[config.mk]
export PLATFORM = sky130hd
export DESIGN_NAME = exec_sequencer_flat
export DESIGN_NICKNAME = d
export VERILOG_FILES = /design/src/rtl/exec_sequencer_if.sv /design/src/rtl/exec_sequencer.sv /design/src/flat_wrapper.sv
export SDC_FILE = /design/constraint.sdc
export NUM_CORES = 1
export LEC_CHECK = 0
export BUFFER_PORTS_ARGS = -buffer_cell sky130_fd_sc_hd__buf_4
export CORE_UTILIZATION = 54
export DETAILED_ROUTE_END_ITERATION = 8
export HOLD_SLACK_MARGIN = 0.12
export PLACE_DENSITY = 0.83
export SLEW_MARGIN = 10
export SYNTH_ARGS = -nofsm -noshare
export SYNTH_HDL_FRONTEND = slang
export SYNTH_SLANG_ARGS = --single-unit
[constraint.sdc]
create_clock -name CLK -period 3.9 [get_ports CLK]
set_input_delay 0.195 -clock CLK [delete_from_list [all_inputs] [get_ports CLK]]
set_output_delay 0.195 -clock CLK [all_outputs]
set_load 0.01 [all_outputs]
[src/rtl/exec_sequencer_if.sv]
// Instruction handshake, register-file and status signals of the execution sequencer.
// The slave modport belongs to the sequencer; the master modport belongs to its environment.
interface exec_sequencer_if;
  logic [7:0] INSTR;
  logic       INSTR_VALID;
  logic       INSTR_READY;
  logic [7:0] READ_DATA_ONE;
  logic [7:0] READ_DATA_TWO;
  logic [1:0] REG_SOURCE;
  logic [1:0] REG_TWO;
  logic [1:0] REG_DEST;
  logic       REGDST;
  logic       REGWRITE;
  logic [7:0] REG_WRITE_DATA;
  logic       ZERO;
  logic       CARRY;
  logic [7:0] RETIRED;

  modport slave (
    input  INSTR, INSTR_VALID, READ_DATA_ONE, READ_DATA_TWO,
    output INSTR_READY, REG_SOURCE, REG_TWO, REG_DEST, REGDST, REGWRITE,
           REG_WRITE_DATA, ZERO, CARRY, RETIRED
  );

  modport master (
    output INSTR, INSTR_VALID, READ_DATA_ONE, READ_DATA_TWO,
    input  INSTR_READY, REG_SOURCE, REG_TWO, REG_DEST, REGDST, REGWRITE,
           REG_WRITE_DATA, ZERO, CARRY, RETIRED
  );
endinterface

[src/rtl/exec_sequencer.sv]
// Four-state (IDLE/READ/EXEC/WB) sequencer executing ADD, LI, SUB and ADDI on an
// 8-bit register file with a registered read port; one instruction retires every 4 cycles.
module exec_sequencer (
  input  logic            CLK,
  input  logic            RST,
  exec_sequencer_if.slave bus
);
  typedef enum logic [1:0] {IDLE, READ, EXEC, WB} state_t;

  state_t     r_state;
  logic [7:0] r_instr;
  logic       r_ready;
  logic [1:0] r_src;
  logic [1:0] r_two;
  logic [1:0] r_dest;
  logic       r_regdst;
  logic       r_regwrite;
  logic [7:0] r_result;
  logic       r_zero;
  logic       r_carry;
  logic [7:0] r_retired;

  logic [7:0] w_imm;
  logic [8:0] w_diff;
  logic [8:0] w_res;

  assign w_imm  = {{6{r_instr[1]}}, r_instr[1:0]};
  assign w_diff = {1'b0, bus.READ_DATA_ONE} - {1'b0, bus.READ_DATA_TWO};

  // Bit 8 of w_res is the CARRY flag; for SUB it is the inverted borrow (A >= B).
  always_comb begin
    w_res = '0;
    case (r_instr[7:6])
      2'b00:   w_res = {1'b0, bus.READ_DATA_ONE} + {1'b0, bus.READ_DATA_TWO};
      2'b01:   w_res = {1'b0, w_imm};
      2'b10:   w_res = {~w_diff[8], w_diff[7:0]};
      default: w_res = {1'b0, bus.READ_DATA_ONE} + {1'b0, w_imm};
    endcase
  end

  always_ff @(posedge CLK or posedge RST) begin
    if (RST) begin
      r_state    <= IDLE;
      r_instr    <= '0;
      r_ready    <= 1'b1;
      r_src      <= '0;
      r_two      <= '0;
      r_dest     <= '0;
      r_regdst   <= 1'b0;
      r_regwrite <= 1'b0;
      r_result   <= '0;
      r_zero     <= 1'b0;
      r_carry    <= 1'b0;
      r_retired  <= '0;
    end else begin
      case (r_state)
        IDLE: begin
          if (bus.INSTR_VALID) begin
            r_instr <= bus.INSTR;
            r_src   <= bus.INSTR[5:4];
            r_two   <= bus.INSTR[3:2];
            r_ready <= 1'b0;
            r_state <= READ;
          end
        end
        READ: r_state <= EXEC;
        EXEC: begin
          // Write-back outputs are loaded here so they are valid throughout the WB cycle.
          r_result   <= w_res[7:0];
          r_carry    <= w_res[8];
          r_zero     <= (w_res[7:0] == 8'h00);
          r_regwrite <= 1'b1;
          r_retired  <= r_retired + 8'd1;
          r_regdst   <= ~r_instr[6];
          if (!r_instr[6]) r_dest <= r_instr[1:0];
          r_state    <= WB;
        end
        WB: begin
          r_regwrite <= 1'b0;
          r_ready    <= 1'b1;
          r_state    <= IDLE;
        end
        default: r_state <= IDLE;
      endcase
    end
  end

  assign bus.INSTR_READY    = r_ready;
  assign bus.REG_SOURCE     = r_src;
  assign bus.REG_TWO        = r_two;
  assign bus.REG_DEST       = r_dest;
  assign bus.REGDST         = r_regdst;
  assign bus.REGWRITE       = r_regwrite;
  assign bus.REG_WRITE_DATA = r_result;
  assign bus.ZERO           = r_zero;
  assign bus.CARRY          = r_carry;
  assign bus.RETIRED        = r_retired;
endmodule

[src/flat_wrapper.sv]
// flat-port wrapper written by rule: the top's interface ports become plain ports
module exec_sequencer_flat 
  (CLK, RST, bus_INSTR, bus_INSTR_VALID, bus_READ_DATA_ONE, bus_READ_DATA_TWO, bus_INSTR_READY, bus_REG_SOURCE, bus_REG_TWO, bus_REG_DEST, bus_REGDST, bus_REGWRITE, bus_REG_WRITE_DATA, bus_ZERO, bus_CARRY, bus_RETIRED);
  exec_sequencer_if bus_i ();
  input  logic CLK;
  input  logic RST;
  input wire logic [$bits(bus_i.INSTR)-1:0] bus_INSTR;
  input wire logic [$bits(bus_i.INSTR_VALID)-1:0] bus_INSTR_VALID;
  input wire logic [$bits(bus_i.READ_DATA_ONE)-1:0] bus_READ_DATA_ONE;
  input wire logic [$bits(bus_i.READ_DATA_TWO)-1:0] bus_READ_DATA_TWO;
  output wire logic [$bits(bus_i.INSTR_READY)-1:0] bus_INSTR_READY;
  output wire logic [$bits(bus_i.REG_SOURCE)-1:0] bus_REG_SOURCE;
  output wire logic [$bits(bus_i.REG_TWO)-1:0] bus_REG_TWO;
  output wire logic [$bits(bus_i.REG_DEST)-1:0] bus_REG_DEST;
  output wire logic [$bits(bus_i.REGDST)-1:0] bus_REGDST;
  output wire logic [$bits(bus_i.REGWRITE)-1:0] bus_REGWRITE;
  output wire logic [$bits(bus_i.REG_WRITE_DATA)-1:0] bus_REG_WRITE_DATA;
  output wire logic [$bits(bus_i.ZERO)-1:0] bus_ZERO;
  output wire logic [$bits(bus_i.CARRY)-1:0] bus_CARRY;
  output wire logic [$bits(bus_i.RETIRED)-1:0] bus_RETIRED;
  assign bus_i.INSTR = bus_INSTR;
  assign bus_i.INSTR_VALID = bus_INSTR_VALID;
  assign bus_i.READ_DATA_ONE = bus_READ_DATA_ONE;
  assign bus_i.READ_DATA_TWO = bus_READ_DATA_TWO;
  assign bus_INSTR_READY = bus_i.INSTR_READY;
  assign bus_REG_SOURCE = bus_i.REG_SOURCE;
  assign bus_REG_TWO = bus_i.REG_TWO;
  assign bus_REG_DEST = bus_i.REG_DEST;
  assign bus_REGDST = bus_i.REGDST;
  assign bus_REGWRITE = bus_i.REGWRITE;
  assign bus_REG_WRITE_DATA = bus_i.REG_WRITE_DATA;
  assign bus_ZERO = bus_i.ZERO;
  assign bus_CARRY = bus_i.CARRY;
  assign bus_RETIRED = bus_i.RETIRED;
  exec_sequencer u_core (.CLK(CLK), .RST(RST), .bus(bus_i));
endmodule
==> results.md <==
- Fin Clk Skew: between 8 and 9 ps
- H-tree Lvls: 2
- Final nets: 355
- Worst r2r src: u_core.r_instr[6]$_DFFE_PP0P_
- Ports: 54
- Top post-synthesis cells by count: nand2_1 (34), dfrtp_1 (32), ha_1 (27)
- Syn avg cell area: slightly above 9 sq um
- Initial drt markers: 94
- Async S/R FF share, synth: 100%
- Min-Delay Startpoint: bus_INSTR[0]
- DP Area: 0.00271 sq mm
- WL/cell: around 14 um
- Netlist cell types: 36
- Non-Filler Instances: 350
- Cells after Synth: 245
- Setup violators final: 0
- Die Span X: around 67 um
- WP data arrival: around 3200 ps
- Ys flop type: dfrtp_1
- Hold Path End: u_core.r_instr[0]$_DFFE_PP0P_
- Initial antenna violation count: 0
- CORE AREA: roughly 0.004 sq mm
- Slew @ Worst Pin: around 530 ps
- Hold depth: 2
- WL final: 4980 um
- Synthesized flop and latch total: 33
- Largest net degree at the start of global routing: 34
- Post-route ant nets: 0
- DP Wirelength: between 3000 and 4000 um
- Synth warn: 0
- Vias in the first global route: about 1700
- Critical R2R Capture: u_core.bus.REG_WRITE_DATA[6]$_DFFE_PP0P_
- Max-cap violation count: 0
- Synthesized area: 0.00229 sq mm
- First-pass GRT wire length: just under 8000 um
- Area grow syn2layout: 24.8%
- Drt drc: 0
- Post-synth EDFFs: 0
- Setup crit start kind: flip-flop
- Fin. Hold Viols: 0
- GPL Wtd Cong: about 0.84
- Final Critical Period: roughly 3000 ps
- Die Area: 0.00450 sq mm
- TritonCTS Sinks: 33
- GRT Resource Usage Total: between 20% and 30%
- Most numerous cell in the Yosys netlist: nand2_1
- Reg2Reg Depth: 12
- CP Data Required Time: between 4000 and 5000 ps
- Mapped Nets: roughly 300
- Starting density of the core: between 50% and 60%
- Final Slew Violations: 0
- Total gr overflow: 0
- CP max FO: 9
- Worst slew margin: between 60% and 70%
- Worst setup EP type: flip-flop
- Clock-pin slew on the worst setup and hold paths: approximately 70 ps
- Crit Path Class: reg2reg
- Worst-Skew Late Latency: between 200 and 300 ps
- Row count: 23
- Yosys top cell area share: roughly a third
- Vert. Die Dim: 67.1 um
- Antenna Cells: 0
- Final setup TNS: 0 ps
- PortBufs: 53
- RSZ-0062 raised after global routing: false
- Num CTS Buffers: 5
- Final hold slack: about 150 ps
- Post-CTS setup repair buffer count: 0
- Clock root buffer: clkbuf_8
- Final Util: just over 70%
- Placed insts: 341
- Avg Vias per Cell: 5.49
- Register area share after synthesis: a little over a third
- Status: completed
- Routed vias: a little under 2000
- TritonCTS clock tree: built
- Fin crit share: between 70% and 80%
- Buffer levels on the longest clock path: 2
- Worst R2R Setup Slack: between 800 and 900 ps
- Worst Hold Class: in2reg
- Post-Layout Inst Area: 0.00285 sq mm
- Area leader, netlist: dfrtp_1
- Fmax: 329 MHz
- Leakage: 1.45 nW
- Worst VDD drop: between 0.5 and 0.6 mV
- Top cells by area, synth: dfrtp_1 (35%), ha_1 (15%), mux2_2 (8.4%), nand2_1 (5.6%), o21ai_0 (3.5%)
- Pwr/cell area: between 800 and 900 mW/mm^2
- Pre-antenna DRT Iters: 4
- Share of layout cells above drive strength 1: about 28%
[final cells by class]
| cell class | instances | area, sq um |
|---|---|---|
| sequential | 33 | 827 |
| clock inverter | 3 | 65.1 |
| clock buffer | 5 | 68.8 |
| fill | 325 | 1180 |
| inverter | 19 | 71.3 |
| multi-input combinational | 185 | 1340 |
| tap | 50 | 62.6 |
| timing repair buffer | 55 | 415 |
[layout by cell type, fill, tap and decap left out, types with 2 or more instances in the layout]
master	n
a21o_1	5
a21oi_1	13
buf_4	54
bufinv_16	2
clkbuf_8	5
dfrtp_1	32
fa_1	2
ha_1	27
inv_1	19
mux2_2	17
nand2_1	34
nand2b_1	7
nand3_1	7
nand4_1	3
nor2_1	18
nor3_1	2
o211ai_1	2
o21a_1	3
o21ai_0	16
o22ai_1	2
xnor2_1	8
xor2_1	5
[worst max-delay path, stage by stage (launching register included)]
cell,delay (ps)
dfrtp_1,410
inv_1,100
ha_1,320
mux2_2,380
ha_1,210
fa_1,410
a21o_1,210
a21oi_1,220
o21a_1,200
xnor2_1,70
nor2_1,90
a21oi_1,60
mux2_2,270
[cell families after synthesis]
kind of cell / Yosys count / share of synthesized area [%]
AND/OR/NAND/NOR: 76 / 14.9
multiplexers: 18 / 9.03
AO/OA/AOI/OAI: 49 / 13.2
buffers and inverters: 27 / 5.09
XOR/XNOR: 13 / 4.98
flip-flops: 33 / 36.2
adder cells (fa/ha/maj): 29 / 16.5
[per-stage QoR]
stage          power (mW)  setup slack, ps
6_report             2.43              858
4_1_cts              2.43              876
3_5_place_dp         2.03              885
2_1_floorplan        1.63             1020
5_1_grt              2.62              727
3_3_place_gp         1.99              963
[power breakdown]
| group | total [mW] | internal [mW] | switching [mW] | leakage (nW) |
|---|---|---|---|---|
| sequential | 0.630 | 0.510 | 0.120 | 0.403 |
| clock | 0.380 | 0.254 | 0.126 | 0.0681 |
| combinational | 1.41 | 0.671 | 0.744 | 0.980 |
| total | 2.43 | 1.44 | 0.990 | 1.45 |
[metal layers]
| metal | global-route usage (%) | up-vias | wire, um |
|---|---|---|---|
| met5 | 0 | - | 0 |
| met4 | 7.98 | 0 | 82 |
| met3 | 6.85 | 8 | 205 |
| met2 | 39.9 | 48 | 2570 |
| met1 | 28.0 | 919 | 2120 |
| li1 | - | 946 | - |
[how the worst max path moves through the flow]
stage / startpoint / end / slack [ps] / cells after the start
3_5_place_dp: u_core.r_instr[6]$_DFFE_PP0P_ / u_core.bus.REG_WRITE_DATA[6]$_DFFE_PP0P_ / 890 / 12
5_1_grt: u_core.r_instr[6]$_DFFE_PP0P_ / u_core.bus.REG_WRITE_DATA[6]$_DFFE_PP0P_ / 730 / 12
4_1_cts: u_core.r_instr[6]$_DFFE_PP0P_ / u_core.bus.REG_WRITE_DATA[6]$_DFFE_PP0P_ / 880 / 12
6_report: u_core.r_instr[6]$_DFFE_PP0P_ / u_core.bus.REG_WRITE_DATA[6]$_DFFE_PP0P_ / 860 / 12
2_1_floorplan: u_core.r_instr[6]$_DFFE_PP0P_ / u_core.bus.REG_WRITE_DATA[6]$_DFFE_PP0P_ / 1020 / 13
3_3_place_gp: u_core.r_instr[6]$_DFFE_PP0P_ / u_core.bus.REG_WRITE_DATA[6]$_DFFE_PP0P_ / 960 / 12
[what timing repair did]
action | in CTS | in global routing
endpoints found under the hold margin | 32 | 0
setup endpoints to repair | 0 | 0
resized for setup | 0 | 0
hold buffers | 1 | 0
[state kept, by name (all words and copies together), names as in the netlist]
register,count
u_core.bus.REG_DEST,2
u_core.bus.REG_SOURCE,1
u_core.r_instr,6
u_core.bus.ZERO,1
u_core.bus.REG_TWO,1
u_core.bus.INSTR_READY,1
u_core.bus.RETIRED,8
u_core.bus.REG_WRITE_DATA,8
u_core.r_state,2
u_core.bus.REGDST,1
u_core.bus.REGWRITE,1
u_core.bus.CARRY,1
Power figures use the tool's default switching activity.
